File: config.mk
export PLATFORM = sky130hd
export DESIGN_NAME = bpm_link_packet_monitor
export DESIGN_NICKNAME = d
export VERILOG_FILES = /design/src/rtl/bpm_link_packet_monitor.sv
export SDC_FILE = /design/constraint.sdc
export NUM_CORES = 1
export LEC_CHECK = 0
export ABC_AREA = 1
export BUFFER_PORTS_ARGS = -buffer_cell sky130_fd_sc_hd__buf_4
export CORE_ASPECT_RATIO = 2
export CORE_MARGIN = 2
export CORE_UTILIZATION = 35
export CTS_CLUSTER_DIAMETER = 80
export DETAILED_ROUTE_END_ITERATION = 12
export GPL_TIMING_DRIVEN = 1
export PLACE_DENSITY = 0.54
export SLEW_MARGIN = 25
export SYNTH_ARGS = -nofsm -noshare
export SYNTH_HDL_FRONTEND = slang
export SYNTH_SLANG_ARGS = --single-unit
File: constraint.sdc
create_clock -name auroraUserClk -period 2.76 [get_ports auroraUserClk]
set_input_delay 0.69 -clock auroraUserClk [delete_from_list [all_inputs] [get_ports auroraUserClk]]
set_output_delay 0.69 -clock auroraUserClk [all_outputs]
set_load 0.005 [all_outputs]
File: src/rtl/bpm_link_packet_monitor.sv
// Per-direction BPM packet checker on the Aurora user clock: validates header magic,
// word count and Aurora CRC, and emits one status strobe and code per packet.
module bpm_link_packet_monitor #(
    parameter int          PACKET_WORDS    = 6,
    parameter logic [15:0] MAGIC           = 16'hA5BE,
    parameter int          CRC_WAIT_CYCLES = 8
) (
    input  logic        auroraUserClk,
    input  logic        auroraUserResetN,
    input  logic        channelUp,
    input  logic        rxTVALID,
    input  logic [31:0] rxTDATA,
    input  logic        rxTLAST,
    input  logic        crcValid,
    input  logic        crcPass,
    output logic        statusStrobe,
    output logic [1:0]  statusCode,
    output logic [7:0]  bpmIndex,
    output logic [1:0]  debugState
);

    typedef enum logic [1:0] {
        IDLE     = 2'd0,
        BODY     = 2'd1,
        DISCARD  = 2'd2,
        CRC_WAIT = 2'd3
    } state_t;

    localparam logic [7:0] LAST_CNT  = 8'(PACKET_WORDS - 1);
    localparam logic [7:0] WAIT_LAST = 8'(CRC_WAIT_CYCLES - 1);

    state_t     state, stateN;
    logic [7:0] wordCnt, wordCntN, waitCnt, waitCntN;
    logic [7:0] candIdx, candIdxN, finIdx, tailIdx;
    logic [1:0] pend, pendN, finCode, hdrCode, tailCode;
    logic       fin, takeHdr, tailSeen;
    logic       unusedDataBits;

    assign unusedDataBits = ^rxTDATA[15:8];
    assign debugState     = state;

    // Outcome codes are ordered by severity, so merging is a plain max.
    function automatic logic [1:0] merge(input logic [1:0] a, input logic [1:0] b);
        return (a > b) ? a : b;
    endfunction

    always_comb begin
        stateN   = state;
        wordCntN = wordCnt;
        waitCntN = waitCnt;
        pendN    = pend;
        candIdxN = candIdx;
        fin      = 1'b0;
        finCode  = pend;
        finIdx   = candIdx;
        hdrCode  = 2'd0;
        tailCode = pend;
        tailIdx  = candIdx;
        takeHdr  = 1'b0;
        tailSeen = 1'b0;

        if (!channelUp) begin
            if (state != IDLE) begin
                fin     = 1'b1;
                finCode = merge(pend, 2'd2);
                stateN  = IDLE;
            end
        end else begin
            case (state)
                IDLE: takeHdr = rxTVALID;
                BODY: begin
                    if (rxTVALID) begin
                        wordCntN = wordCnt + 8'd1;
                        if (rxTLAST) begin
                            tailSeen = 1'b1;
                            tailCode = (wordCnt == LAST_CNT) ? pend : merge(pend, 2'd2);
                        end else if (wordCnt == LAST_CNT) begin
                            pendN  = merge(pend, 2'd2);
                            stateN = DISCARD;
                        end
                    end
                end
                DISCARD: begin
                    if (rxTVALID && rxTLAST) begin
                        tailSeen = 1'b1;
                        tailCode = pend;
                    end
                end
                CRC_WAIT: begin
                    waitCntN = waitCnt + 8'd1;
                    if (crcValid) begin
                        fin     = 1'b1;
                        finCode = crcPass ? pend : 2'd3;
                        stateN  = IDLE;
                    end else if (rxTVALID || waitCnt == WAIT_LAST) begin
                        fin     = 1'b1;
                        finCode = 2'd3;
                        stateN  = IDLE;
                    end
                    // A new header preempts the wait and starts the next packet this cycle.
                    takeHdr = rxTVALID;
                end
                default: stateN = IDLE;
            endcase

            if (takeHdr) begin
                hdrCode  = (rxTDATA[31:16] != MAGIC) ? 2'd1 : 2'd0;
                candIdxN = rxTDATA[7:0];
                if (rxTLAST) begin
                    tailSeen = 1'b1;
                    tailCode = merge(hdrCode, 2'd2);
                    tailIdx  = rxTDATA[7:0];
                end else begin
                    pendN    = hdrCode;
                    wordCntN = 8'd1;
                    stateN   = BODY;
                end
            end

            // A crcValid in a preempting cycle belongs to the packet being closed.
            if (tailSeen) begin
                if (crcValid && state != CRC_WAIT) begin
                    fin     = 1'b1;
                    finCode = crcPass ? tailCode : 2'd3;
                    finIdx  = tailIdx;
                    stateN  = IDLE;
                end else begin
                    pendN    = tailCode;
                    waitCntN = 8'd0;
                    stateN   = CRC_WAIT;
                end
            end
        end
    end

    always_ff @(posedge auroraUserClk) begin
        if (!auroraUserResetN) begin
            state        <= IDLE;
            wordCnt      <= 8'd0;
            waitCnt      <= 8'd0;
            pend         <= 2'd0;
            candIdx      <= 8'd0;
            statusStrobe <= 1'b0;
            statusCode   <= 2'd0;
            bpmIndex     <= 8'd0;
        end else begin
            state        <= stateN;
            wordCnt      <= wordCntN;
            waitCnt      <= waitCntN;
            pend         <= pendN;
            candIdx      <= candIdxN;
            statusStrobe <= fin;
            if (fin) begin
                statusCode <= finCode;
                if (finCode == 2'd0) begin
                    bpmIndex <= finIdx;
                end
            end
        end
    end

endmodule

Word-level counts from Yosys, hierarchy flattened
Index checks and enable logic that the tools add are counted.

Flip-flop bits (word level): 39. Output and inout port bits: 13. Logic and storage cells: 95.

$add $sub $neg: 2. Magnitude comparators: 2. Equal/unequal tests: 7. Muxes and demuxes: 66. Reductions and logical operators: 10.

Operators by type and width (count): two-way mux 8 bit (12); two-way mux 2 bit (36); adder 8 x 1 -> 8 bit (second input constant) (2); equality test 8 x 3 -> 1 bit (second input constant) (2); two-way mux 1 bit (16); inequality test 16 bit (second input constant) (1); equality test 2 bit (second input constant) (2); logical NOT 2 bit (2); case mux 2 bit (2 select lines) (1); AND reduction 2 bit (2); nonzero test 2 bit (2); equality test 2 x 1 -> 1 bit (second input constant) (1); > comparator 1 x 2 -> 1 bit (second input constant) (1); > comparator 2 bit (second input constant) (1); logical AND 1 bit (2); inequality test 2 bit (second input constant) (1); case mux 1 bit (2 select lines) (1); OR reduction 2 bit (1); logical OR 1 bit (1).

Depth between registers and ports, before layout
Depth after elaboration: 14. Depth in mapped cells: 15.

Least setup slack after synthesis
No wires, ideal clock.

Path kind: register -> register. Start point: register state[0] (netlist: debugState[0]). End point: register bpmIndex[7]. Library setup time: 0.113 ns. Arrival: 1.788 ns. Path slack: 0.860 ns. Cell stages (with the launch flop): 12. Path buffers: 1. Period minus slack after synthesis: 1.900 ns. Cell sequence: dfxtp_1 -> inv_1 -> ha_1 -> inv_1 -> nand2_1 -> nor2_2 -> nand3_2 -> buf_2 -> mux2i_1 -> nand3_1 -> nand2_1 -> nor2_1.

Word-level cells in the longest chain between the ends: 11.

RTL lines: start: declaration (line 32) `state_t state, stateN;`; start signal: assignment (line 147) `state <= stateN;`; equality test 2 bit / logical NOT 2 bit (equally long branches) (line 69) `case (state)`; OR reduction 2 bit (no line); two-way mux 1 bit (line 69); two-way mux 1 bit (line 62) `if (!channelUp) begin`; two-way mux 2 bit (line 106) `if (takeHdr) begin`; two-way mux 2 bit (line 124) `finCode = crcPass ? tailCode : 2'd3;`; two-way mux 2 bit (line 122) `if (crcValid && state != CRC_WAIT) begin`; two-way mux 2 bit (line 121) `if (tailSeen) begin`; two-way mux 2 bit (line 62); logical NOT 2 bit (line 155) `if (finCode == 2'd0) begin`; AND reduction 2 bit (no line); end signal: assignment (line 156) `bpmIndex <= finIdx;`; end: declaration (line 18) `output logic [7:0] bpmIndex,`.

Several ways; a longest one is shown, not always the timed one. The select of a mux whose other input is x is not followed. A chain may end at the register's enable or synchronous reset.

Worst setup path in the final report
Start point: register state[0] (netlist: debugState[0]). End point: register waitCnt[4].

Word-level cells in the longest chain between the ends: 7.

RTL lines: equality test 2 bit / logical NOT 2 bit (equally long branches) (line 69); OR reduction 2 bit (no line); two-way mux 1 bit (line 69); two-way mux 1 bit (line 62); two-way mux 1 bit (line 106); two-way mux 1 bit (line 62); two-way mux 8 bit (*) (line 121); end signal: assignment (line 149) `waitCnt <= waitCntN;`; end: declaration (line 33) `logic [7:0] wordCnt, wordCntN, waitCnt, waitCntN;`.

Every way passes the cells marked *; elsewhere a longest branch is shown, timed or not. The select of a mux whose other input is x is not followed.

==> metrics.md <==
| Metric | Value |
|---|---|
| Status | complete, no violations |
| Vias in the first global route | 1985 |
| Detailed Routing Iterations Pass 1 | 4 |
| Final HPWL DP | 4350 um |
| Layout Area Growth over Synthesis | 26.5% |
| Leak pwr | 1.24 nW |
| Worst path slowest cell | o21ai_1 |
| Via Count | 2159 |
| Die Area | 0.00694 mm2 |
| Most used DFF post-synth | dfxtp_1 |
| Die Ht | 116 um |
| Initial Util | 36.4% |
| Final TNS setup | 0 ns |
| Crit path DAT | 2.25 ns |
| H-tree depth | 2 |
| Cts hold-fix bufs | 0 |
| Final Hold Fails | 0 |
| Required time worst endpoint | 2.91 ns |
| Syn Area/Cell | 6.59 um2 |
| Average wire per standard cell | 12.4 um |
| Clock Tree Root | clkbuf_16 |
| Longest Clk Path Bufs | 2 |
| Max-cap violations | 0 |
| Total gr overflow | 0 |
| Final setup viols | 0 |
| Layout cell share with drive strength beyond 1 | 19.3% |
| Core Area | 0.00601 mm2 |
| # nets final | 423 |
| Post-Syn Instances | 332 |
| CTS buffer count | 5 |
| Post-synthesis cell type count | 29 |
| Final ANT Viol Nets | 0 |
| Sequence of cells on the critical path | inv_1, ha_1, nand2_1, nand2_1, nand2_2, o21ai_0, o21ai_1, nor3_1 |
| GPL Wtd Cong | 0.888 |
| Setup Skew | 0.00523 ns |
| Sequential area share after synthesis | 35.7% |
| Hold Slack | 0.473 ns |
| Fillcell total | 642 |
| DR iter-0 viols | 66 |
| Cell row count | 40 |
| Clock Sinks | 39 |
| Port bufs | 43 |
| Worst-Skew Late Latency | 0.29 ns |
| CTS tree | done |
| Post-Syn Area | 0.00219 mm2 |
| Worst path most repeated cell | nand2_1 |
| CP peak stage delay | 0.52 ns |
| Syn nets | 378 |
| Most common library cell in the layout ignoring fill and taps | nand2_1 |
| Endpoint class of the critical path | flip-flop |
| Crit path kind | reg -> reg |
| First-pass GRT wire length | 8840 um |
| Drt drc | 0 |
| Tcrit/Tclk final | 76.2% |
| Yosys warning total | 0 |
| Largest net degree at the start of global routing | 20 |
| Crit path time final | 2.10 ns |
| RSZ-0062 raised after global routing | no |
| Post-CTS sizing | 0 |
| Max-slew violations | 0 |
| Most frequent cells in the layout | 58 x nand2_1, 53 x nor2_1, 45 x buf_4, 44 x inv_1, 39 x dfxtp_1 |
| GRT Overall Usage | 17.1% |
| Clock Pin Slew Worst Setup and Hold Paths | 0.06 ns |
| Power Density | 597 mW/mm2 |
| Peak Freq | 476 MHz |
| Number of diodes | 0 |
| Initial antenna violation count | 0 |
| Startpoint Class | flip-flop |
| Post-synth EDFFs | 0 |
| Maximum VDD drop | 0.474 mV |
| Drt total wl | 5480 um |
| Vias per cell | 4.90 |
| Crit Path Max Fanout | 8 |
| Ys async rst share | 0% |
| Hold Crit Class | reg -> reg |
| Die Wd | 59.9 um |
| Post-CTS Setup Bufs | 0 |
| Io pins | 52 |
| Number of synthesized register bits | 39 |
| Slew margin rel. | 60.6% |
| Worst-Margin Slew | 0.587 ns |
==> cells in the mapped netlist, types with 4 or more instances <==
cell     number  area [um2]
a21oi_1      23         115
dfxtp_1      39         781
ha_1          7        87.6
inv_1        44         165
nand2_1      58         218
nand2_2       6        37.5
nand3_1      25         125
nand4_1       4        25.0
nor2_1       53         199
nor3_1        7        35.0
o21ai_0      20         100
o21ai_1      12        60.1
xor2_1        6        52.6
==> critical path, delay by kind of cell (launching register included) <==
family,cells,cell delay (ns)
buffers and inverters,1,0.12
AND/OR/NAND/NOR,4,0.37
adder cells (fa/ha/maj),1,0.34
flip-flops,1,0.43
AO/OA/AOI/OAI,2,0.70
==> cells by family after synthesis <==
group                    synth area share [%]
buffers and inverters                    9.61
flip-flops                               35.7
XOR/XNOR                                 2.40
multiplexers                            0.458
adder cells (fa/ha/maj)                  4.00
AND/OR/NAND/NOR                          33.9
AO/OA/AOI/OAI                            13.9
==> final timing paths <==
kind                            depth (start not counted)  slack (ns)    endpoint           from
worst max-delay path                                    8        0.66  waitCnt[4]  debugState[0]
worst max register to register                          8        0.66  waitCnt[4]  debugState[0]
worst min-delay path                                    1        0.47  wordCnt[6]     wordCnt[6]
worst min register to register                          1        0.47  wordCnt[6]     wordCnt[6]
==> layout make-up <==
type | count | area, um2 | area share [%]
Sequential cell | 39 | 781 | 28.2
Timing Repair Buffer | 45 | 338 | 12.2
Clock inverter | 3 | 67.6 | 2.44
Tap cell | 63 | 78.8 | 2.85
Clock buffer | 5 | 125 | 4.52
Multi-Input combinational cell | 238 | 1200 | 43.2
Inverter | 48 | 180 | 6.51
==> where the power goes <==
group | internal, mW | total [mW] | switching, mW
registers | 0.598 | 0.619 | 0.0212
clock network | 0.518 | 0.760 | 0.243
logic | 0.118 | 0.273 | 0.155
==> layer usage <==
layer,global-route usage [%],routed length [um],vias to the layer above
met2,31.3,3100,32
met4,9.48,198,0
met5,0,0,-
met1,17.1,2050,962
met3,3.46,139,13
li1,-,-,1152
==> registers in the layout (all words and copies together) (netlist names) <==
| register | flops |
|---|---|
| bpmIndex | 8 |
| statusStrobe | 1 |
| wordCnt | 8 |
| debugState | 2 |
| pend | 2 |
| candIdx | 8 |
| statusCode | 2 |
| waitCnt | 8 |
==> through the flow <==
stage | cell area, um2 | total power [mW] | util (%) | setup WS, ns | std cells
after floorplan | 2190 | 0.794 | - | 0.860 | 332
after global placement | 2570 | 0.907 | 42.9 | 0.598 | 433
after detailed placement | 2570 | 0.910 | 42.9 | 0.633 | 433
after CTS | 2770 | 1.68 | 46.1 | 0.612 | 441
after global routing | 2770 | 1.74 | 46.1 | 0.388 | 441
final | 2770 | 1.65 | 46.1 | 0.657 | 441
(Power assumes the default switching activity.)
